`src/rtl/fpu_issue_ctrl_if.sv`:
```
// Handshake and data bundle between the core, the issue controller, the FPU
// and the writeback stage. The slave view belongs to the issue controller;
// the master view is its environment (core, FPU and writeback).
interface fpu_issue_ctrl_if;
    // core request channel
    logic        req_valid;
    logic        req_ready;
    logic [2:0]  req_op;
    logic [31:0] req_a;
    logic [31:0] req_b;
    logic [4:0]  req_rd;
    // FPU launch and completion
    logic        fpu_start;
    logic [2:0]  fpu_op;
    logic [31:0] fpu_a;
    logic [31:0] fpu_b;
    logic [31:0] fpu_result;
    logic        fpu_overflow;
    logic        fpu_underflow;
    logic        fpu_done;
    // writeback channel
    logic        wb_valid;
    logic        wb_ready;
    logic [31:0] wb_data;
    logic [4:0]  wb_rd;
    logic        wb_of;
    logic        wb_uf;
    logic        wb_timeout;
    // sticky exception flags and status
    logic        flag_of;
    logic        flag_uf;
    logic        flag_clr;
    logic        busy;

    modport slave (
        input  req_valid, req_op, req_a, req_b, req_rd,
        output req_ready,
        output fpu_start, fpu_op, fpu_a, fpu_b,
        input  fpu_result, fpu_overflow, fpu_underflow, fpu_done,
        output wb_valid, wb_data, wb_rd, wb_of, wb_uf, wb_timeout,
        input  wb_ready,
        output flag_of, flag_uf, busy,
        input  flag_clr
    );

    modport master (
        output req_valid, req_op, req_a, req_b, req_rd,
        input  req_ready,
        input  fpu_start, fpu_op, fpu_a, fpu_b,
        output fpu_result, fpu_overflow, fpu_underflow, fpu_done,
        input  wb_valid, wb_data, wb_rd, wb_of, wb_uf, wb_timeout,
        output wb_ready,
        input  flag_of, flag_uf, busy,
        output flag_clr
    );
endinterface

```
`src/rtl/fpu_issue_ctrl.sv`:
```
// Single-operation FPU issue controller: accepts one request from the core,
// launches it on the FPU, waits for completion (or aborts after TIMEOUT
// cycles with a quiet NaN), then holds the result until writeback takes it.
// Overflow/underflow of completed operations accumulate into sticky flags.
module fpu_issue_ctrl #(
    parameter int unsigned TIMEOUT = 64
) (
    input logic             clk,
    input logic             rst,
    fpu_issue_ctrl_if.slave bus
);

    typedef enum logic [1:0] {IDLE, ISSUE, WAIT, RESP} state_t;

    localparam logic [7:0]  CNT_LAST = 8'(TIMEOUT - 1);
    localparam logic [31:0] QNAN     = 32'h7FC0_0000;

    state_t      state_q;
    logic [7:0]  cnt_q;
    logic        req_ready_q;
    logic        fpu_start_q;
    logic        busy_q;
    logic        wb_valid_q;
    logic [2:0]  fpu_op_q;
    logic [31:0] fpu_a_q;
    logic [31:0] fpu_b_q;
    logic [4:0]  rd_q;
    logic [31:0] wb_data_q;
    logic        wb_of_q;
    logic        wb_uf_q;
    logic        wb_timeout_q;
    logic        flag_of_q;
    logic        flag_uf_q;
    logic        flag_of_d;
    logic        flag_uf_d;

    // Sticky flag update on a completion: a new exception survives a
    // simultaneous clear, otherwise the clear applies.
    always_comb begin
        flag_of_d = (bus.flag_clr ? 1'b0 : flag_of_q) | bus.fpu_overflow;
        flag_uf_d = (bus.flag_clr ? 1'b0 : flag_uf_q) | bus.fpu_underflow;
    end

    // Issue FSM with all handshake/status outputs registered alongside the state.
    always_ff @(posedge clk) begin
        if (rst) begin
            state_q      <= IDLE;
            cnt_q        <= '0;
            req_ready_q  <= 1'b1;
            fpu_start_q  <= 1'b0;
            busy_q       <= 1'b0;
            wb_valid_q   <= 1'b0;
            fpu_op_q     <= '0;
            fpu_a_q      <= '0;
            fpu_b_q      <= '0;
            rd_q         <= '0;
            wb_data_q    <= '0;
            wb_of_q      <= 1'b0;
            wb_uf_q      <= 1'b0;
            wb_timeout_q <= 1'b0;
            flag_of_q    <= 1'b0;
            flag_uf_q    <= 1'b0;
        end else begin
            // a plain clear applies in any state; a completion below overrides it
            if (bus.flag_clr) begin
                flag_of_q <= 1'b0;
                flag_uf_q <= 1'b0;
            end
            case (state_q)
                IDLE: begin
                    if (bus.req_valid) begin
                        fpu_op_q    <= bus.req_op;
                        fpu_a_q     <= bus.req_a;
                        fpu_b_q     <= bus.req_b;
                        rd_q        <= bus.req_rd;
                        req_ready_q <= 1'b0;
                        busy_q      <= 1'b1;
                        fpu_start_q <= 1'b1;
                        state_q     <= ISSUE;
                    end
                end
                ISSUE: begin
                    fpu_start_q <= 1'b0;
                    cnt_q       <= '0;
                    state_q     <= WAIT;
                end
                WAIT: begin
                    if (bus.fpu_done) begin
                        // completion has priority over a coincident timeout
                        wb_data_q    <= bus.fpu_result;
                        wb_of_q      <= bus.fpu_overflow;
                        wb_uf_q      <= bus.fpu_underflow;
                        wb_timeout_q <= 1'b0;
                        flag_of_q    <= flag_of_d;
                        flag_uf_q    <= flag_uf_d;
                        wb_valid_q   <= 1'b1;
                        state_q      <= RESP;
                    end else if (cnt_q == CNT_LAST) begin
                        wb_data_q    <= QNAN;
                        wb_of_q      <= 1'b0;
                        wb_uf_q      <= 1'b0;
                        wb_timeout_q <= 1'b1;
                        wb_valid_q   <= 1'b1;
                        state_q      <= RESP;
                    end else begin
                        cnt_q <= cnt_q + 8'd1;
                    end
                end
                RESP: begin
                    if (bus.wb_ready) begin
                        wb_valid_q  <= 1'b0;
                        busy_q      <= 1'b0;
                        req_ready_q <= 1'b1;
                        state_q     <= IDLE;
                    end
                end
                default: state_q <= IDLE;
            endcase
        end
    end

    assign bus.req_ready  = req_ready_q;
    assign bus.fpu_start  = fpu_start_q;
    assign bus.fpu_op     = fpu_op_q;
    assign bus.fpu_a      = fpu_a_q;
    assign bus.fpu_b      = fpu_b_q;
    assign bus.wb_valid   = wb_valid_q;
    assign bus.wb_data    = wb_data_q;
    assign bus.wb_rd      = rd_q;
    assign bus.wb_of      = wb_of_q;
    assign bus.wb_uf      = wb_uf_q;
    assign bus.wb_timeout = wb_timeout_q;
    assign bus.flag_of    = flag_of_q;
    assign bus.flag_uf    = flag_uf_q;
    assign bus.busy       = busy_q;

endmodule

```
`src/flat_wrapper.sv`:
```
// flat-port wrapper written by rule: the top's interface ports become plain ports
module fpu_issue_ctrl_flat 
#(
    parameter int unsigned TIMEOUT = 64
)
  (clk, rst, bus_req_valid, bus_req_op, bus_req_a, bus_req_b, bus_req_rd, bus_req_ready, bus_fpu_start, bus_fpu_op, bus_fpu_a, bus_fpu_b, bus_fpu_result, bus_fpu_overflow, bus_fpu_underflow, bus_fpu_done, bus_wb_valid, bus_wb_data, bus_wb_rd, bus_wb_of, bus_wb_uf, bus_wb_timeout, bus_wb_ready, bus_flag_of, bus_flag_uf, bus_busy, bus_flag_clr);
  fpu_issue_ctrl_if bus_i ();
  input logic clk;
  input logic rst;
  input wire logic [$bits(bus_i.req_valid)-1:0] bus_req_valid;
  input wire logic [$bits(bus_i.req_op)-1:0] bus_req_op;
  input wire logic [$bits(bus_i.req_a)-1:0] bus_req_a;
  input wire logic [$bits(bus_i.req_b)-1:0] bus_req_b;
  input wire logic [$bits(bus_i.req_rd)-1:0] bus_req_rd;
  output wire logic [$bits(bus_i.req_ready)-1:0] bus_req_ready;
  output wire logic [$bits(bus_i.fpu_start)-1:0] bus_fpu_start;
  output wire logic [$bits(bus_i.fpu_op)-1:0] bus_fpu_op;
  output wire logic [$bits(bus_i.fpu_a)-1:0] bus_fpu_a;
  output wire logic [$bits(bus_i.fpu_b)-1:0] bus_fpu_b;
  input wire logic [$bits(bus_i.fpu_result)-1:0] bus_fpu_result;
  input wire logic [$bits(bus_i.fpu_overflow)-1:0] bus_fpu_overflow;
  input wire logic [$bits(bus_i.fpu_underflow)-1:0] bus_fpu_underflow;
  input wire logic [$bits(bus_i.fpu_done)-1:0] bus_fpu_done;
  output wire logic [$bits(bus_i.wb_valid)-1:0] bus_wb_valid;
  output wire logic [$bits(bus_i.wb_data)-1:0] bus_wb_data;
  output wire logic [$bits(bus_i.wb_rd)-1:0] bus_wb_rd;
  output wire logic [$bits(bus_i.wb_of)-1:0] bus_wb_of;
  output wire logic [$bits(bus_i.wb_uf)-1:0] bus_wb_uf;
  output wire logic [$bits(bus_i.wb_timeout)-1:0] bus_wb_timeout;
  input wire logic [$bits(bus_i.wb_ready)-1:0] bus_wb_ready;
  output wire logic [$bits(bus_i.flag_of)-1:0] bus_flag_of;
  output wire logic [$bits(bus_i.flag_uf)-1:0] bus_flag_uf;
  output wire logic [$bits(bus_i.busy)-1:0] bus_busy;
  input wire logic [$bits(bus_i.flag_clr)-1:0] bus_flag_clr;
  assign bus_i.req_valid = bus_req_valid;
  assign bus_i.req_op = bus_req_op;
  assign bus_i.req_a = bus_req_a;
  assign bus_i.req_b = bus_req_b;
  assign bus_i.req_rd = bus_req_rd;
  assign bus_req_ready = bus_i.req_ready;
  assign bus_fpu_start = bus_i.fpu_start;
  assign bus_fpu_op = bus_i.fpu_op;
  assign bus_fpu_a = bus_i.fpu_a;
  assign bus_fpu_b = bus_i.fpu_b;
  assign bus_i.fpu_result = bus_fpu_result;
  assign bus_i.fpu_overflow = bus_fpu_overflow;
  assign bus_i.fpu_underflow = bus_fpu_underflow;
  assign bus_i.fpu_done = bus_fpu_done;
  assign bus_wb_valid = bus_i.wb_valid;
  assign bus_wb_data = bus_i.wb_data;
  assign bus_wb_rd = bus_i.wb_rd;
  assign bus_wb_of = bus_i.wb_of;
  assign bus_wb_uf = bus_i.wb_uf;
  assign bus_wb_timeout = bus_i.wb_timeout;
  assign bus_i.wb_ready = bus_wb_ready;
  assign bus_flag_of = bus_i.flag_of;
  assign bus_flag_uf = bus_i.flag_uf;
  assign bus_busy = bus_i.busy;
  assign bus_i.flag_clr = bus_flag_clr;
  fpu_issue_ctrl #(.TIMEOUT(TIMEOUT)) u_core (.clk(clk), .rst(rst), .bus(bus_i));
endmodule
```
`config.mk`:
```
export PLATFORM = sky130hd
export DESIGN_NAME = fpu_issue_ctrl_flat
export DESIGN_NICKNAME = d
export VERILOG_FILES = /design/src/rtl/fpu_issue_ctrl_if.sv /design/src/rtl/fpu_issue_ctrl.sv /design/src/flat_wrapper.sv
export SDC_FILE = /design/constraint.sdc
export NUM_CORES = 1
export LEC_CHECK = 0
export BUFFER_PORTS_ARGS = -buffer_cell sky130_fd_sc_hd__clkbuf_2
export CAP_MARGIN = 20
export CELL_PAD_IN_SITES_DETAIL_PLACEMENT = 1
export CELL_PAD_IN_SITES_GLOBAL_PLACEMENT = 1
export CORE_ASPECT_RATIO = 0.8
export CORE_MARGIN = 1.5
export CORE_UTILIZATION = 32
export DETAILED_ROUTE_END_ITERATION = 6
export PLACE_DENSITY = 0.84
export SYNTH_ARGS = -nofsm -noshare
export SYNTH_HDL_FRONTEND = slang
export SYNTH_SLANG_ARGS = --single-unit
```
`constraint.sdc`:
```
create_clock -name clk -period 2.3 [get_ports clk]
set_clock_uncertainty 0.2 [all_clocks]
set_input_delay 0.115 -clock clk [delete_from_list [all_inputs] [get_ports clk]]
set_output_delay 0.115 -clock clk [all_outputs]
set_load 0.01 [all_outputs]
```
==> results of run 1 <==
==> power groups by stage <==
stage	clock (uW)	combinational, uW	sequential [uW]
finish	2810	2490	2770
global route	2960	2690	2800
CTS	2840	2230	2730
detailed placement	0	1980	2770
global placement	0	1870	2740
floorplan	0	1020	2900
==> worst paths after layout <==
check	start	endpoint	slack (ns)	cells after the start
worst min-delay path	bus_req_valid	u_core.bus.req_ready	0.09	4
worst max-delay path	u_core.cnt_q[0]	u_core.bus.wb_data[15]	0.06	5
worst min register to register	u_core.bus.fpu_b[3]	u_core.bus.fpu_b[3]	0.26	2
worst max register to register	u_core.cnt_q[0]	u_core.bus.wb_data[15]	0.06	5
==> routing by layer <==
metal	global-route usage [%]	share of wire (%)	wire length [um]
met5	0	0	0
met4	11.8	2.9	601
met3	9.53	8.4	1750
met2	47.6	49	10200
met1	30.6	40	8260
==> timing repair <==
item,in CTS,in global routing
gates resized for setup,0,7
hold buffers,126,0
endpoints found under the setup margin,0,22
endpoints found under the hold margin,118,0
==> Yosys cell counts (2+ instances only) <==
library cell,number
buf_1,4
nor2_1,17
o41ai_1,2
nand2_1,151
nand4_1,2
a211oi_1,2
nand3_1,5
a21oi_1,90
nor3_1,10
o31ai_1,2
dfxtp_1,123
buf_2,13
inv_1,6
buf_6,5
clkbuf_1,13
nand2b_1,4
o2111ai_1,2
a22o_1,25
ha_1,6
a32oi_1,2
==> worst max-delay path, cell delays in order (launching register included) <==
cell     delay (ns)
dfxtp_1        0.36
ha_1           0.25
nor3b_4        0.18
a21o_4         0.27
a21oi_4        0.61
a22o_1         0.28
==> cells by family after synthesis <==
logic type | after synthesis | synth area share (%)
flops | 123 | 54.9
simple gates | 200 | 18.9
compound gates | 138 | 19.5
xor+xnor | 1 | 0.195
buf+inv | 41 | 4.63
mux | 1 | 0.223
fa+ha+maj | 6 | 1.67
==> metrics by stage <==
stage                     util [%]  setup WS (ns)  area, um^2  total power [uW]
after CTS                     55.8         0.0317        7620              7800
after floorplan                  -          0.615        4490              3920
after global placement        42.1          0.316        5740              4620
after detailed placement      42.1          0.158        5740              4760
final                         56.5         0.0645        7720              8080
after global routing          56.5        0.00523        7710              8450
==> area by class of cell <==
| cell class | instances | area [um^2] |
|---|---|---|
| clock inverters | 12 | 171 |
| diodes | 1 | 2.50 |
| flip-flops and latches | 123 | 2460 |
| repair buffers | 361 | 2550 |
| clock buffers | 20 | 447 |
| fillers | 1575 | 5930 |
| inverters | 6 | 22.5 |
| multi-input cells | 346 | 1830 |
| well taps | 180 | 225 |
==> flip-flops by register name, indices dropped and copies added, names as in the netlist <==
name and cells:
u_core.bus.flag_uf 1, u_core.bus.req_ready 1, u_core.bus.wb_rd 5, u_core.bus.wb_uf 1
u_core.bus.flag_of 1, u_core.bus.fpu_a 32, u_core.bus.fpu_op 3, u_core.bus.busy 1
u_core.bus.wb_valid 1, u_core.bus.wb_timeout 1, u_core.bus.wb_data 32, u_core.bus.fpu_b 32
u_core.state_q 2, u_core.bus.fpu_start 1, u_core.bus.wb_of 1, u_core.cnt_q 8
==> results.txt, run 1 <==
- The clock passes through at most 2 buffers.
- Root Driver: clkbuf_16
* Leak pwr: roughly 0.0035 uW
* Worst vdd rail ir drop: around 520 uV
- The path class of the tightest hold or removal check is in2reg.
- DP Cell Count: between 800 and 900
* Worst Setup Start Kind: register
* Initial antenna violation count: 0
* Post-route worst hold slack: around 0.093 ns
- The max-slew violation count was 0.
* Number of enable-type register cells in the synthesized netlist: 0
- Clock latency on the worst-skew pair, taken at its later pin, is around 0.4 ns.
- After floorplanning, the core was divided into 38 placement rows.
- Total half-perimeter wirelength after legalization and detailed placement: 10900 um
- Number of sinks driven by the clock tree: between 100 and 150
- After routing, the total negative slack on setup checks comes to 0 ns.
* Cell variety after synth: 46
- Worst slew margin: between 20 and 30%
- The routed design has approximately 21000 um of wire.
- By startpoint and endpoint, the worst setup path is classified as reg2reg.
- RSZ-0062 raised after global routing: no
* Signal arrival time at the worst endpoint: ~2.4 ns
* Worst Tran Pin Value: 1.08 ns
- For this run, the number of Yosys warnings is 0.
- The routed design could run at a clock period as short as 2.24 ns.
* # setup viols final: 0
* Leading cell type in the layout, fill and taps excluded: clkbuf_2
- The first global-routing pass estimated 30900 um of wire.
* Last weighted congestion value of the routability-driven placer: between 0.8 and 0.9
- In this run, synthesis produced a sequential element count of between 100 and 150.
- Summed over all nets, the switching power comes to 2710 uW.
* Portion of total power attributed to combinational logic: between 30% and 40%
- Port-buffer cells: 224
- Based on the critical path, the design can be clocked at up to ~450 MHz.
- STA puts the critical path data required time at roughly 2.4 ns.
- The flow ran to the end, and the final reports show no timing, DRC or antenna violations.
* Period utilization: just under 100%
- Measured along the y axis, the die boundary spans ~110 um.
- In this run, the clock network consumes around a third of the power.
- Synthesis produced a netlist whose cell count is 510.
- Starting DRC count in detailed routing: ~230
* Total vias in the final route: ~5300
- The region available for standard cell placement spans roughly 14000 um^2.
* Final Instance Count excl. Fillers: about 1000
- The internal power of the cells totals 5370 uW.
* Crit Path Max Fanout: 25
- For this configuration, the core starts out at a cell density of between 30% and 40%.
- Global routing used about 27% of the available tracks.
* Sequential fraction of the synthesis area: 54.9%
* Die X-Extent: between 100 and 150 um
* Number of maximum-capacitance constraint violations: 0
- Relative to the synthesized area, the layout overhead comes to 71.9%.
- Post-synthesis cell type with the largest combined area: dfxtp_1
- ~230 I/O pins were placed.
- The via count of the first global-routing pass is 5680.
* Gr ovfl total: 0
- Leaving out fill and tap cells, the most frequent cells in the layout are clkbuf_2, nand2_1, dlygate4sd3_1.
- After synthesis, the mean cell area works out to between 8 and 9 um^2.
- Netlist Area Pre-Place: 4490 um^2
- Fraction of layout instances using a drive strength above 1: between 30% and 40%
- Entering global routing, the biggest net connects 75 pins.
* Share of total power in sequential cells: 34.3%
- Clock H-tree levels: 4
- After clock tree synthesis, the clock-pin slew on the worst setup and hold paths is 0.06 ns.
- Of the post-synthesis cell area, the dominant cell type holds about 55%.
- CTS Buf Count: 17
* Clock tree from TritonCTS: built
- Using the TritonRoute via totals, the vias-per-cell ratio works out to 5.04.
- Net count of the finished layout: approximately 1000
- The die covers 14700 um^2.
* Dominant synthesized flop cell: dfxtp_1
- In this run the remaining antenna-violating nets after routing total 0.
* Post-CTS setup buffers: 0
- Proportion of register bits with asynchronous set or reset after synthesis: 0%
* Proportion of total power due to net switching: about a third
- Endpoint kind of the worst setup timing path: register
- Main area contributors after synthesis: dfxtp_1, nand2_1, a21oi_1
* DRC errors left: 0
- The number of endpoints with negative hold slack in the final report came to 0.
- Before antenna repair, the detailed router went through 4 iterations.
- Routed wire length per instance: approximately 20 um
- Net count after synthesis: 628
- Power Dens Cells: 1050 nW/um^2
No activity file was read; power rests on OpenSTA's default activity.
==> run 2, diff against run 1 <==
- BUFFER_PORTS_ARGS: -buffer_cell sky130_fd_sc_hd__clkbuf_2 -> unset
- CORE_UTILIZATION: 32 -> 39
- DONT_BUFFER_PORTS: unset -> 1
- PLACE_DENSITY: 0.84 -> 0.78
- clock period: 2.3 -> 1.8 ns (I/O delays scaled with it)
==> run 2 against run 1 <==
- final cell count fell by 32%
- highest routed layer unchanged
- count of clock-buffer cells in the layout rose by 1
- global-route usage fell by 7.1 points
- via count fell by 26%
- sequential power rose by 36%
- the run now ends with hold timing, setup timing left
- setup slack got worse by 0.081 ns
- non-clock buffer count fell by 304
- register-to-register slack got worse by 0.08 ns
- core utilization fell by 4.1 points
- critical path type unchanged
- die area fell by 18%
- largest power group is now sequential cells
==> results.txt, run 2 (synthesized netlist as in run 1, its figures left out) <==
* Final Hold Viols: 122 (+122)
- The number of top-level pins was 225 (unchanged).
- Violated checks: hold timing, setup timing
- Placeable Area: 11000 um^2 (-19%)
* Routed wire length per instance: 20.5 um (+3.5%)
- The row count came to 34 (-11%).
- The fraction of power spent switching nets was 33.5% (-0.067 points).
* Die X-Extent: 123 um (-9.2%)
- The part of the total power dissipated in the clock network was 35.7% (+0.9 points).
* Clock H-tree levels: 4 (unchanged)
* Number of sinks driven by the clock tree: 123 (unchanged)
- Design Area, Final: 5780 um^2 (-25%)
- The path class of the tightest hold or removal check is in2reg.
* Share of total power in sequential cells: 40.5% (+6.2 points)
* Antenna violation net count after detailed routing: 0 (unchanged)
- Total inserted antenna cells: 0 (-1)
- Root Driver: clkbuf_16
- The total overflow reported by the global router came to 0 (unchanged).
- The required time of the critical path is 1.94 ns (-0.50 ns).
- Commonest cells after routing, fill and taps aside: nand2_1, dfxtp_1, a21oi_1
- Area after detailed placement: 4640 um^2 (-19%)
- The combinational fraction of design power is 23.8% (-7.1 points).
* Routed wire length: 14500 um (-30%)
* Vias in the first global route: 4007 (-29%)
* Port-buffer cells: 0 (-100%)
- Total net switching power: 3120 uW (+15%)
- Signal arrival time at the worst endpoint: 1.96 ns (-0.42 ns)
- Detailed Routing Iterations Pass 1: 4 (unchanged)
- Leak pwr: 0.00217 uW (-38%)
- The total global-route track usage was 20.3% (-7.1 points).
* Endpoint kind of the worst setup timing path: register
- The CTS buffer count was 17 (unchanged).
- The maximum achievable frequency came to 550 MHz (+23%).
* Crit Path Category: reg2reg
* Worst Setup Start Kind: register
* Vias per cell: 5.50 (+9.2%)
- The max-slew violation count came to 0 (unchanged).
- Post-route worst hold slack: -0.443 ns (-0.535 ns)
- The die height came to 99.0 um (-9.2%).
- Result of the run: complete, but fails checks
- The layout filler cell count is 1199 (-24%).
* Highest metal layer used by the detailed router: met4
* Largest net degree at the start of global routing: 101 (+35%)
* Detailed route wirelength on metal3: 1310 um (-25%)
* Initial antenna violation count: 0 (unchanged)
* Worst vdd rail ir drop: 786 uV (+50%)
- Final Instance Count excl. Fillers: 709 (-32%)
- The wire length of the first global-routing pass came to 19700 um (-36%).
* Number of maximum-capacitance constraint violations: 0 (unchanged)
* Worst Tran Pin Value: 0.562 ns (-0.514 ns)
- DRC errors left: 0 (unchanged)
- The total internal power is 6210 uW (+16%).
- Period utilization: 101% (+3.7 points)
* Met1 routed wirelength after detailed routing: 5780 um (-30%)
- The total power divided by cell area was 1610 nW/um^2 (+54%).
- The maximum clock path buffer count is 2 (unchanged).
- Total vias in the final route: 3899 (-26%)
- DP Cell Count: 634 (-29%)
- The number of nets in the layout was 670 (-31%).
- The HPWL after detailed placement is 7950 um (-27%).
- Fraction of layout instances using a drive strength above 1: 15.0% (-18 points)
- Clock transition time at the flip-flop clock pins of the worst setup and hold paths: 0.06 ns (about the same)
- Clock tree from TritonCTS: built
- The initial core utilization was 40.7% (+7.8 points).
* Last weighted congestion value of the routability-driven placer: 0.757 (-5.8%)
* Fin crit period: 1.82 ns (-0.419 ns)
- The number of DRC markers after the initial detailed-route iteration came to 157 (-33%).
* Total length of routed met2 wires: 7260 um (-29%)
- The insertion delay of the later-clocked pin in the worst-skew pair was 0.40 ns (about the same).
* Crit Path Max Fanout: 7 (-72%)
- Leading cell type in the layout, fill and taps excluded: nand2_1
- Area growth from synthesis to final layout: 28.8%
- Worst slew margin: 62.5% (+34 points)
- The area of the die was 12200 um^2 (-18%).
- The worst setup margin was -0.0168 ns (-0.0812 ns).
* # setup viols final: 4 (+4)
-- run 2: path summary, 6_finish.rpt --
path | startpoint | to | slack, ns | cells past startpoint
min reg2reg | u_core.bus.fpu_a[1] | u_core.bus.fpu_a[1] | 0.30 | 2
max | u_core.cnt_q[1] | u_core.bus.wb_data[10] | -0.02 | 6
max reg2reg | u_core.cnt_q[1] | u_core.bus.wb_data[10] | -0.02 | 6
min | rst | u_core.bus.fpu_a[5] | -0.44 | 1
-- run 2: layout make-up --
class | instances | area, um^2 | area share (%)
clock buffers | 21 | 480 | 8.31
clock inverters | 11 | 108 | 1.86
multi-input cells | 347 | 1870 | 32.4
inverters | 6 | 22.5 | 0.390
flip-flops and latches | 123 | 2470 | 42.7
well taps | 144 | 180 | 3.12
repair buffers | 57 | 649 | 11.2
-- run 2: per-stage QoR --
step / util (%) / worst slack [ns] / total power (uW) / setup TNS [ns]
CTS: 50.1 / 0.00577 / 8920 / 0
finish: 52.5 / -0.0168 / 9330 / -0.0236
floorplan: - / 0.115 / 5010 / 0
global placement: 42.1 / -0.00572 / 5400 / -0.0981
global route: 52.5 / -0.0468 / 9810 / -0.552
detailed placement: 42.1 / -0.121 / 5530 / -2.68
-- run 2: worst max-delay path, stage by stage (launching register included) --
cell and delay [ns]:
dfxtp_2 0.33, ha_4 0.16, nor3b_4 0.15, a21o_4 0.25, a21oi_4 0.30, clkbuf_16 0.22, a22o_1 0.14
-- run 2: power groups by stage --
stage                     Combinational [uW]  Sequential, uW  Clock [uW]
after floorplan                         1310            3710           0
after global routing                    2450            3840        3530
after detailed placement                1710            3820           0
final                                   2220            3780        3330
after global placement                  1600            3800           0
after CTS                               1770            3760        3380
-- run 2: what timing repair did --
| action | in CTS | in global routing |
|---|---|---|
| hold endpoints to repair | 123 | 122 |
| pin swaps | 0 | 7 |
| endpoints found under the setup margin | 32 | 105 |
| resized for setup | 2 | 17 |
| hold buffers | 28 | 1 |
| cloned | 0 | 8 |
| setup buffers | 1 | 5 |
-- run 2: layer usage --
layer  up-vias  GRT usage, %
met4         0          6.53
met2       165          35.8
li1       1824             -
met1      1889          22.3
met5         -             0
met3        21          7.75
==> run 3, diff against run 2 <==
- CORE_UTILIZATION: 39 -> 30
- PLACE_DENSITY: 0.78 -> 0.64
- RECOVER_POWER: unset -> 25
==> run 3 against run 2 <==
- the run ends with DRC, hold timing left
- first-iteration DRC count up 8.9%
- count of clock-buffer cells in the layout down 2
- flip-flop and latch count unchanged
- wire length fell by 6.1%
- clock power rose by 6%
- maximum frequency grew 5.0%
- sequential power about the same
==> results.txt, run 3 (synthesized netlist as in run 1, its figures left out) <==
* Result of the run: complete, but fails checks
- Violated checks: DRC, hold timing
* Utilization after layout: 39.5% (-13 points)
* Total inserted antenna cells: 0 (unchanged)
- Critical Path Sink: u_core.bus.wb_data[17]
- The sum of negative setup slack is 0 ns (+0.0236 ns).
* Number of core rows: 39 (+15%)
- The post-placement setup slack was -0.133 ns (-0.0124 ns).
- Power Dens Cells: 1620 nW/um^2 (+0.51%)
- The worst reg-to-reg setup slack was 0.07 ns (+0.09 ns).
- Num ports: 225 (unchanged)
- Area of the multi-input gates: 1850 um^2 (-1.3%)
- The final antenna-violating net count is 0 (unchanged).
- The worst register-to-register path ends at u_core.bus.wb_data[17].
* Global-route wire length before repair: 20700 um (+4.9%)
- The ratio of routed vias to standard cells was 5.11 (-7.1%).
- The number of clock sinks seen by CTS is 123 (unchanged).
- The HPWL after detailed placement is 8850 um (+11%).
- Delay of the slowest cell on the worst path: 0.35 ns (+0.02 ns)
- Worst Hold Path Cells: 1 (unchanged)
- Crit Path Max Fanout: 25 (+18)
* Port-buffer cells: 0 (unchanged)
- Buffer depth of the longest clock path: 2 (unchanged)
- The initial antenna violation count is 0 (unchanged).
- The number of vias in the routed layout is 3774 (-3.2%).
- The share of post-route cells with drive strength above 1 was 12.6% (-2.4 points).
- Cell chain of the critical path: ha_4, nor3b_4, a21o_4, a21oi_4, buf_12, a22o_1
* Worst Tran Pin Value: 0.567 ns (+0.00445 ns)
* Clock tree from TritonCTS: built
* Leak pwr: 0.00213 uW (-2.0%)
* Class of the worst hold path: in2reg
- Vias in the first global route: 3976 (-0.77%)
- Worst Setup Start Kind: register
- The total overflow reported by the global router came to 0 (unchanged).
- The required time of the critical path came to 1.90 ns (-0.04 ns).
* Upper clock frequency limit: 578 MHz (+5.0%)
* Post-route worst hold slack: -0.452 ns (-0.00930 ns)
- Root Driver: clkbuf_16
- # setup viols final: 0 (-4)
* Area after detailed placement: 4710 um^2 (+1.6%)
* Global-route usage over all layers: 16.9% (-3.4 points)
- The maximum level of the CTS H-tree is 4 (unchanged).
- The critical path is of the reg2reg type.
- Initial cell density of the core: 31.1% (-9.7 points)
* Die Ht: 112 um (+14%)
- Leading cell type in the layout, fill and taps excluded: nand2_1
* Die X-Extent: 140 um (+14%)
- The layout filler cell count was 1636 (+36%).
- In this run the critical register-to-register path is launched from u_core.cnt_q[1].
- Slowest CP cell: dfxtp_2
* Area of the die: 15700 um^2 (+29%)
- The max-slew violation count was 0 (unchanged).
- Relative to the synthesized area, the layout overhead comes to 27.2%.
* Worst vdd rail ir drop: 585 uV (-26%)
- The largest net degree at the start of global routing was 101 (unchanged).
- R2R cell count: 6 (unchanged)
* Hold buffer count at cts: 29 (+3.6%)
- Net count of the finished layout: 660 (-1.5%)
- Tracing the worst setup path back leads to its startpoint at u_core.cnt_q[1].
- Clock transition time at the flip-flop clock pins of the worst setup and hold paths: 0.06 ns (about the same)
- The register area is 2460 um^2 (about the same).
- Detailed Routing Iterations Pass 1: 7 (+3)
* Commonest cells after routing, fill and taps aside: nand2_1, dfxtp_1, a21oi_1
* Fin crit period: 1.73 ns (-0.0863 ns)
- CTS Buf Count: 17 (unchanged)
- The number of DRC markers after the initial detailed-route iteration was 171 (+8.9%).
- The total core area was 14400 um^2 (+31%).
- Final Hold Viols: 122 (unchanged)
- Routed wire length per instance: 18.5 um (-9.9%)
* Endpoint kind of the worst setup timing path: register
* Period utilization: 96.1% (-4.8 points)
- The total wirelength of the detailed-routed design was 13700 um (-6.1%).
* DRC errors left: 18 (+18)
- The worst path arrival time was 1.83 ns (-0.13 ns).
- The remaining max-slew budget at the tightest pin came to 62.1% (-0.35 points).
* Last weighted congestion value of the routability-driven placer: 0.769 (+1.6%)
* Number of maximum-capacitance constraint violations: 0 (unchanged)
- Setup slack of the critical path after layout: 0.0695 ns (+0.0863 ns)
* Design Area, Final: 5710 um^2 (-1.3%)
- The insertion delay of the later-clocked pin in the worst-skew pair came to 0.42 ns (+0.02 ns).
-- run 3: changes by cell type in the layout (fill, tap and decap cells not counted), sizes merged --
cell	change
buf	-5
nor2	-1
bufinv	+2
clkinv	+4
clkinvlp	-3
inv	-1
clkbuf	-6
-- run 3: worst min-delay path by stage --
stage	startpoint	end	slack (ns)
6_report	rst	u_core.bus.fpu_a[2]	-0.45
5_1_grt	rst	u_core.bus.fpu_a[19]	-0.48
4_1_cts	rst	u_core.bus.fpu_a[18]	-0.47
3_5_place_dp	rst	u_core.bus.fpu_a[2]	-0.03
3_3_place_gp	rst	u_core.bus.fpu_a[4]	-0.03
2_1_floorplan	bus_fpu_done	u_core.bus.wb_timeout	-0.01
-- run 3: where the power goes --
group	switching (uW)	internal [uW]	total, uW	leakage, uW
logic	1160	815	1970	0.000825
registers	567	3210	3770	0.00100
clock network	1260	2260	3520	0.000300
-- run 3: worst max-delay path: cells and delay by family, from the launching register on --
kind / cells / cell delay (ns)
compound gates: 3 / 0.48
flops: 1 / 0.35
simple gates: 1 / 0.31
buf+inv: 1 / 0.16
fa+ha+maj: 1 / 0.13
-- run 3: through the flow --
| stage | total power (uW) | std cells |
|---|---|---|
| 6_report | 9260 | 739 |
| 5_1_grt | 9790 | 739 |
| 4_1_cts | 9260 | 736 |
| 3_5_place_dp | 5640 | 674 |
| 3_3_place_gp | 5530 | 674 |
| 2_1_floorplan | 5010 | 510 |
-- run 3: area by class of cell --
| cell class | count | share of cell area (%) |
|---|---|---|
| flip-flops and latches | 123 | 43.2 |
| clock buffers | 19 | 7.94 |
| clock inverters | 13 | 2.87 |
| inverters | 6 | 0.395 |
| repair buffers | 48 | 9.18 |
| multi-input cells | 346 | 32.4 |
| well taps | 184 | 4.03 |
-- run 3: routing by layer --
metal	routed length, um	GRT usage, %	up-vias	part of all wire (%)
met5	0	0	-	0
met4	153	6.11	0	1.1
met3	1650	9.22	14	12
met2	6210	27.2	177	45
met1	5650	19.0	1784	41
li1	-	-	1799	-
-- run 3: what timing repair did --
item | in CTS | in global routing
gates cloned | 0 | 1
buffers inserted | 1 | 2
pin swaps | 1 | 5
gates resized for setup | 1 | 10
endpoints found under the setup margin | 25 | 42
hold endpoints to repair | 123 | 122
